$ cat src/rtl/uart_tx16_if.sv
// uart_tx16_if: byte-queue side of the 16x-clocked UART transmitter.
//   din      byte to queue
//   wr_en    write strobe, one byte per clock while high
//   full     queue holds 2**FIFO_AW bytes
//   count    current queue occupancy (0..2**FIFO_AW)
//   overflow sticky flag, a write was attempted while full
// master: producer side (drives din/wr_en); slave: the transmitter.
interface uart_tx16_if #(
    parameter int FIFO_AW = 2
);
    logic [7:0]       din;
    logic             wr_en;
    logic             full;
    logic [FIFO_AW:0] count;
    logic             overflow;

    modport master (output din, wr_en, input full, count, overflow);
    modport slave  (input din, wr_en, output full, count, overflow);
endinterface

$ cat src/rtl/uart_tx16.sv
// uart_tx16: buffered RS-232 transmitter running directly on the 16x baud
// clock. Bytes are queued in a 2**FIFO_AW entry FIFO and sent as 8N1 frames
// (8E1 when UART_TX16_PARITY_EN is defined), 16 clocks per bit, back to back
// with no idle gap while the queue is non-empty.
// Ports:
//   clk_9600_16  16x baud clock, all state on the rising edge
//   rst          asynchronous active-high reset
//   bus          uart_tx16_if.slave: din, wr_en, full, count, overflow
//   tx           registered serial line, idle high
//   tx_busy      queue non-empty or a frame in progress
// Parameters: FIFO_AW (queue address width), STOP_BITS (1 or 2).
// Optional build macro: UART_TX16_PARITY_EN adds an even-parity bit.
//
// state  | meaning
// IDLE   | line high, waiting for a queued byte
// START  | start bit (low) for 16 clocks
// DATA   | data bits LSB first, 16 clocks each
// PARITY | even parity of the data byte (parity builds only)
// STOP   | line high for 16*STOP_BITS clocks
module uart_tx16 #(
    parameter int FIFO_AW   = 2,
    parameter int STOP_BITS = 1
) (
    input  logic        clk_9600_16,
    input  logic        rst,
    uart_tx16_if.slave  bus,
    output logic        tx,
    output logic        tx_busy
);
    localparam int CW    = FIFO_AW + 1;
    localparam int DEPTH = 1 << FIFO_AW;
    localparam logic [FIFO_AW:0] DEPTH_C = CW'(DEPTH);

    typedef enum logic [2:0] {
        IDLE,
        START,
        DATA,
`ifdef UART_TX16_PARITY_EN
        PARITY,
`endif
        STOP
    } state_t;

    // ---------------- FIFO ----------------
    logic [7:0]         mem [DEPTH];
    logic [FIFO_AW-1:0] wr_ptr, rd_ptr;
    logic [FIFO_AW:0]   cnt;
    logic               full, empty, push, pop, ovf;

    assign full  = (cnt == DEPTH_C);
    assign empty = (cnt == '0);
    // full is the pre-edge value, so a pop in the same cycle cannot rescue a write
    assign push  = bus.wr_en && !full;

    assign bus.full     = full;
    assign bus.count    = cnt;
    assign bus.overflow = ovf;

    always_ff @(posedge clk_9600_16) begin
        if (push) begin
            mem[wr_ptr] <= bus.din;
        end
    end

    always_ff @(posedge clk_9600_16 or posedge rst) begin
        if (rst) begin
            wr_ptr <= '0;
            rd_ptr <= '0;
            cnt    <= '0;
            ovf    <= 1'b0;
        end else begin
            if (push) begin
                wr_ptr <= wr_ptr + FIFO_AW'(1);
            end
            if (pop) begin
                rd_ptr <= rd_ptr + FIFO_AW'(1);
            end
            cnt <= cnt + CW'(push) - CW'(pop);
            if (bus.wr_en && full) begin
                ovf <= 1'b1;
            end
        end
    end

    // ---------------- serializer ----------------
    state_t      state, state_n;
    logic [3:0]  sample, sample_n;
    logic [2:0]  bitpos, bitpos_n;
    logic [7:0]  shreg, shreg_n;
    logic        stop_hi, stop_hi_n;
    logic        tx_n;
    logic        bit_end, stop_last;

    assign bit_end = (sample == 4'hf);
    // stop counter is {stop_hi, sample}; with one stop bit the low half suffices
    assign stop_last = (STOP_BITS == 1) || stop_hi;

    always_comb begin
        state_n   = state;
        tx_n      = tx;
        sample_n  = sample + 4'd1;
        bitpos_n  = bitpos;
        shreg_n   = shreg;
        stop_hi_n = stop_hi;
        pop       = 1'b0;
        case (state)
            IDLE: begin
                sample_n  = '0;
                stop_hi_n = 1'b0;
                if (!empty) begin
                    pop     = 1'b1;
                    shreg_n = mem[rd_ptr];
                    tx_n    = 1'b0;
                    state_n = START;
                end else begin
                    tx_n = 1'b1;
                end
            end
            START: begin
                if (bit_end) begin
                    tx_n     = shreg[0];
                    bitpos_n = '0;
                    state_n  = DATA;
                end
            end
            DATA: begin
                if (bit_end) begin
                    if (bitpos == 3'd7) begin
`ifdef UART_TX16_PARITY_EN
                        tx_n    = ^shreg;
                        state_n = PARITY;
`else
                        tx_n      = 1'b1;
                        stop_hi_n = 1'b0;
                        state_n   = STOP;
`endif
                    end else begin
                        bitpos_n = bitpos + 3'd1;
                        tx_n     = shreg[bitpos + 3'd1];
                    end
                end
            end
`ifdef UART_TX16_PARITY_EN
            PARITY: begin
                if (bit_end) begin
                    tx_n      = 1'b1;
                    stop_hi_n = 1'b0;
                    state_n   = STOP;
                end
            end
`endif
            STOP: begin
                if (bit_end) begin
                    if (stop_last) begin
                        stop_hi_n = 1'b0;
                        // next byte starts on the very next clock: no idle gap
                        if (!empty) begin
                            pop     = 1'b1;
                            shreg_n = mem[rd_ptr];
                            tx_n    = 1'b0;
                            state_n = START;
                        end else begin
                            tx_n    = 1'b1;
                            state_n = IDLE;
                        end
                    end else begin
                        stop_hi_n = 1'b1;
                    end
                end
            end
            default: begin
                tx_n    = 1'b1;
                state_n = IDLE;
            end
        endcase
    end

    always_ff @(posedge clk_9600_16 or posedge rst) begin
        if (rst) begin
            state   <= IDLE;
            tx      <= 1'b1;
            sample  <= '0;
            bitpos  <= '0;
            shreg   <= '0;
            stop_hi <= 1'b0;
        end else begin
            state   <= state_n;
            tx      <= tx_n;
            sample  <= sample_n;
            bitpos  <= bitpos_n;
            shreg   <= shreg_n;
            stop_hi <= stop_hi_n;
        end
    end

    assign tx_busy = !empty || (state != IDLE);
endmodule

$ cat src/flat_wrapper.sv
// flat-port wrapper written by rule: the top's interface ports become plain ports
module uart_tx16_flat 
#(
    parameter int FIFO_AW   = 2,
    parameter int STOP_BITS = 1
)
  (clk_9600_16, rst, tx, tx_busy, bus_din, bus_wr_en, bus_full, bus_count, bus_overflow);
  uart_tx16_if #(.FIFO_AW(FIFO_AW)) bus_i ();
  input  logic clk_9600_16;
  input  logic rst;
  output logic tx;
  output logic tx_busy;
  input wire logic [$bits(bus_i.din)-1:0] bus_din;
  input wire logic [$bits(bus_i.wr_en)-1:0] bus_wr_en;
  output wire logic [$bits(bus_i.full)-1:0] bus_full;
  output wire logic [$bits(bus_i.count)-1:0] bus_count;
  output wire logic [$bits(bus_i.overflow)-1:0] bus_overflow;
  assign bus_i.din = bus_din;
  assign bus_i.wr_en = bus_wr_en;
  assign bus_full = bus_i.full;
  assign bus_count = bus_i.count;
  assign bus_overflow = bus_i.overflow;
  uart_tx16 #(.FIFO_AW(FIFO_AW), .STOP_BITS(STOP_BITS)) u_core (.clk_9600_16(clk_9600_16), .rst(rst), .bus(bus_i), .tx(tx), .tx_busy(tx_busy));
endmodule
$ cat config.mk
export PLATFORM = sky130hd
export DESIGN_NAME = uart_tx16_flat
export DESIGN_NICKNAME = d
export VERILOG_FILES = /design/src/rtl/uart_tx16_if.sv /design/src/rtl/uart_tx16.sv /design/src/flat_wrapper.sv
export SDC_FILE = /design/constraint.sdc
export NUM_CORES = 1
export LEC_CHECK = 0
export BUFFER_PORTS_ARGS = -buffer_cell sky130_fd_sc_hd__buf_2
export CELL_PAD_IN_SITES_DETAIL_PLACEMENT = 0
export CELL_PAD_IN_SITES_GLOBAL_PLACEMENT = 1
export CORE_ASPECT_RATIO = 0.6
export CORE_MARGIN = 5
export CORE_UTILIZATION = 45
export DETAILED_ROUTE_END_ITERATION = 10
export GPL_ROUTABILITY_DRIVEN = 0
export PLACE_DENSITY_LB_ADDON = 0.1
export SYNTH_ARGS = -nofsm -noshare
export SYNTH_HDL_FRONTEND = slang
export SYNTH_SLANG_ARGS = --single-unit
$ cat constraint.sdc
create_clock -name clk_9600_16 -period 2.2 [get_ports clk_9600_16]
set_input_delay 0.55 -clock clk_9600_16 [delete_from_list [all_inputs] [get_ports clk_9600_16]]
set_output_delay 0.55 -clock clk_9600_16 [all_outputs]
set_load 0.02 [all_outputs]
==> impl_metrics.py <==
metrics = {
    "timing": {
        "skew_ps": 6.73,
        "period_share": 0.977,
        "slew_headroom": 0.665,
        "slew_violations": 0,
        "timing.fmax_mhz": 465,
        "setup_violations": 0,
        "rsz0062_at_grt": "true",
        "tightestPinTransition_ps": 501,
        "finalCriticalPeriod_ps": 2150,
        "hold_viol": 0,
    },
    "power": {
        "power_mw": 4.50,
        "switching_power_mw": 1.53,
        "ir_drop_v": 0.000717,
        "p_per_area_nw_per_um2": 1480,
        "p_leak_nw": 1.21,
        "seq_power_share": 0.400,
        "pwr-share-clk": 0.208,
        "pwr-share-comb": 0.392,
        "intPower_mw": 2.97,
        "swShare": 0.340,
    },
    "route": {
        "drt_iter0_markers": 51,
        "dr.pass1.iters": 4,
        "routed_wirelength_um": 4670,
        "drc_errors": 0,
        "ant_nets": 0,
        "viasPerCell": 5.12,
        "vias": 1378,
        "wl_per_cell_um": 17.4,
    },
    "yosys": {
        "synth_edf_count": 32,
        "ys_seq_area_frac": 0.637,
        "synth.avg_cell_area_sq_um": 16.1,
        "synth_nets": 182,
        "synth_ff_type": "edfxtp_1",
        "synth_seq_cells": 58,
        "synthArstFlopShare": 0.448,
        "yosysWarnings": 0,
        "ys_types": 34,
        "syn_area_sq_um": 2530,
        "synthCells": 157,
    },
    "global_route": {
        "grt_overflow": 0,
        "grt_pass1_wl_um": 7490,
        "first_global_vias": 1475,
        "grt_max_degree": 27,
        "antenna_found_initial": 0,
        "grtUsageTotal": 0.143,
    },
    "setup_path": {
        "crit_buf_inv": 1,
        "end_kind": "register",
        "slowest_stage": "dfrtp_1",
        "reg2reg_to": "u_core.bus.count[2]",
        "critical-path-top-delay-family": "adder cells",
        "regToRegStartpoint": "u_core.state[0]",
        "worstSetupStartpointType": "register",
        "crit_chain": "ha_2 -> a41oi_2 -> nor3_2 -> ha_1 -> inv_1 -> ha_2 -> fa_2 -> xnor2_2 -> xnor2_1",
        "reg2reg_slack_ps": 50,
        "crit_required_ps": 2410,
        "cp_max_fo": 3,
        "cp_common_cell": "ha_2",
        "cp.arrival_ps": 2360,
        "worst-setup-path-type": "reg -> reg",
        "critPathMaxStageDelay_ps": 420,
        "rr_worst_depth": 9,
    },
    "final_layout": {
        "antenna_cells": 0,
        "fillCellCount": 442,
        "area_growth_pct": 19.9,
        "multiInputGateArea_sq_um": 925,
        "fin_util": 0.550,
        "final_common_cell": "edfxtp_1",
        "drive_gt1_frac": 0.400,
        "nets": 220,
        "final_cell_mix": "edfxtp_1, dfrtp_1, buf_2",
        "seq_area_sq_um": 1610,
    },
    "clock_tree": {
        "holdBufCountCts": 0,
        "cts.sinks": 58,
        "cts_max_level": 3,
        "cts.clk_slew.worst_paths_ps": 70,
        "clock_latency_ps": 330,
        "clockBufferDepth": 2,
        "cts_buffers": 9,
        "cts_tree": "yes",
        "clockRootBuffer": "clkbuf_8",
    },
    "floorplan": {
        "die_width_um": 107,
        "rows": 21,
        "ioPinCount": 18,
        "dieArea_sq_um": 7270,
        "core_area_sq_um": 5520,
        "die_h_um": 68.1,
        "start_util": 0.459,
    },
    "place": {
        "post-dp-hpwl_um": 3260,
        "io_buffers": 17,
    },
    "run_status": {
        "status": "finished, final reports clean",
    },
    "worst_hold_path": {
        "hold_path.class": "in -> async",
    },
    "run": {
        "cap_viol_max_count": 0,
    },
}
state kept, by name (all words and copies together) (netlist names):
signal	cells
u_core.mem	32
u_core.bus.count	3
u_core.shreg	8
u_core.sample	4
u_core.tx	1
u_core.bus.overflow	1
u_core.rd_ptr	2
u_core.wr_ptr	2
u_core.bitpos	3
u_core.state	2
area by class of cell:
type / count / area share
clock buffers: 9 / 0.0408
clock inverters: 7 / 0.0227
inverters: 9 / 0.0111
multi-input cells: 87 / 0.305
flip-flops and latches: 58 / 0.532
well taps: 69 / 0.0285
repair buffers: 30 / 0.0602
worst reg2reg max path, cell delays in order (launching register included):
cell and delay [ps]:
dfrtp_1 420, ha_2 220, a41oi_2 180, nor3_2 70, ha_1 270, inv_1 50
ha_2 180, fa_2 370, xnor2_2 140, xnor2_1 130
layer usage:
layer / vias to the layer above / routed length [um] / track usage
met5: - / 0 / 0
met4: 0 / 74 / 0.0574
met3: 8 / 237 / 0.0518
met2: 27 / 2200 / 0.234
met1: 687 / 2160 / 0.176
li1: 656 / - / -
cells in the mapped netlist (all sizes together) (3+ instances only):
cell | instances | area, sq um
nand2 | 3 | 11.3
and2 | 4 | 25.0
ha | 13 | 163
a21oi | 3 | 15.0
nor2b | 3 | 18.8
xnor2 | 5 | 43.8
nor2 | 9 | 33.8
mux4 | 9 | 203
a22o | 4 | 35.0
dfrtp | 25 | 626
edfxtp | 32 | 961
nand2b | 3 | 18.8
inv | 9 | 33.8
nand3 | 3 | 27.5
buf | 3 | 13.8
mux2 | 10 | 113
through the flow:
step                setup WS, ps  hold WS [ps]  setup TNS, ps  cells  area [sq um]
floorplan                   7.56           433              0    157          2550
global placement            56.4           434              0    251          2790
detailed placement         -23.2           462          -23.2    251          2790
CTS                         23.5           271              0    268          3000
global route               -27.6           291          -27.6    269          3030
finish                      50.0           271              0    269          3030
how the worst max path moves through the flow:
stage / startpoint / endpoint / slack (ps) / cells past startpoint
2_1_floorplan: u_core.bus.count[0] / u_core.bus.count[2] / 8 / 8
6_report: u_core.state[0] / u_core.bus.count[2] / 50 / 9
5_1_grt: u_core.state[0] / u_core.bus.count[2] / -30 / 10
3_3_place_gp: u_core.bitpos[1] / u_core.tx / 60 / 6
4_1_cts: u_core.state[0] / u_core.bus.count[2] / 20 / 9
3_5_place_dp: u_core.state[0] / u_core.bus.count[2] / -20 / 10
power groups by stage:
stage / sequential [mW] / clock (mW) / combinational (mW)
2_1_floorplan: 1.76 / 0 / 1.19
3_3_place_gp: 1.79 / 0 / 1.61
3_5_place_dp: 1.81 / 0 / 1.67
4_1_cts: 1.80 / 0.964 / 1.72
5_1_grt: 1.84 / 1.01 / 1.95
6_report: 1.80 / 0.936 / 1.76
cells by family after synthesis:
logic type,count (synthesis),share of synthesized area
AO/OA/AOI/OAI,15,0.0495
multiplexers,21,0.133
buffers and inverters,12,0.0188
flip-flops,58,0.637
AND/OR/NAND/NOR,30,0.0653
adder cells (fa/ha/maj),14,0.0722
XOR/XNOR,7,0.0242
repair_timing:
item                                    CTS  global route
gates resized for setup                   5             5
setup buffers                             1             1
endpoints found under the setup margin    1             2
pin swaps                                 3             6
(Power assumes the default switching activity.)
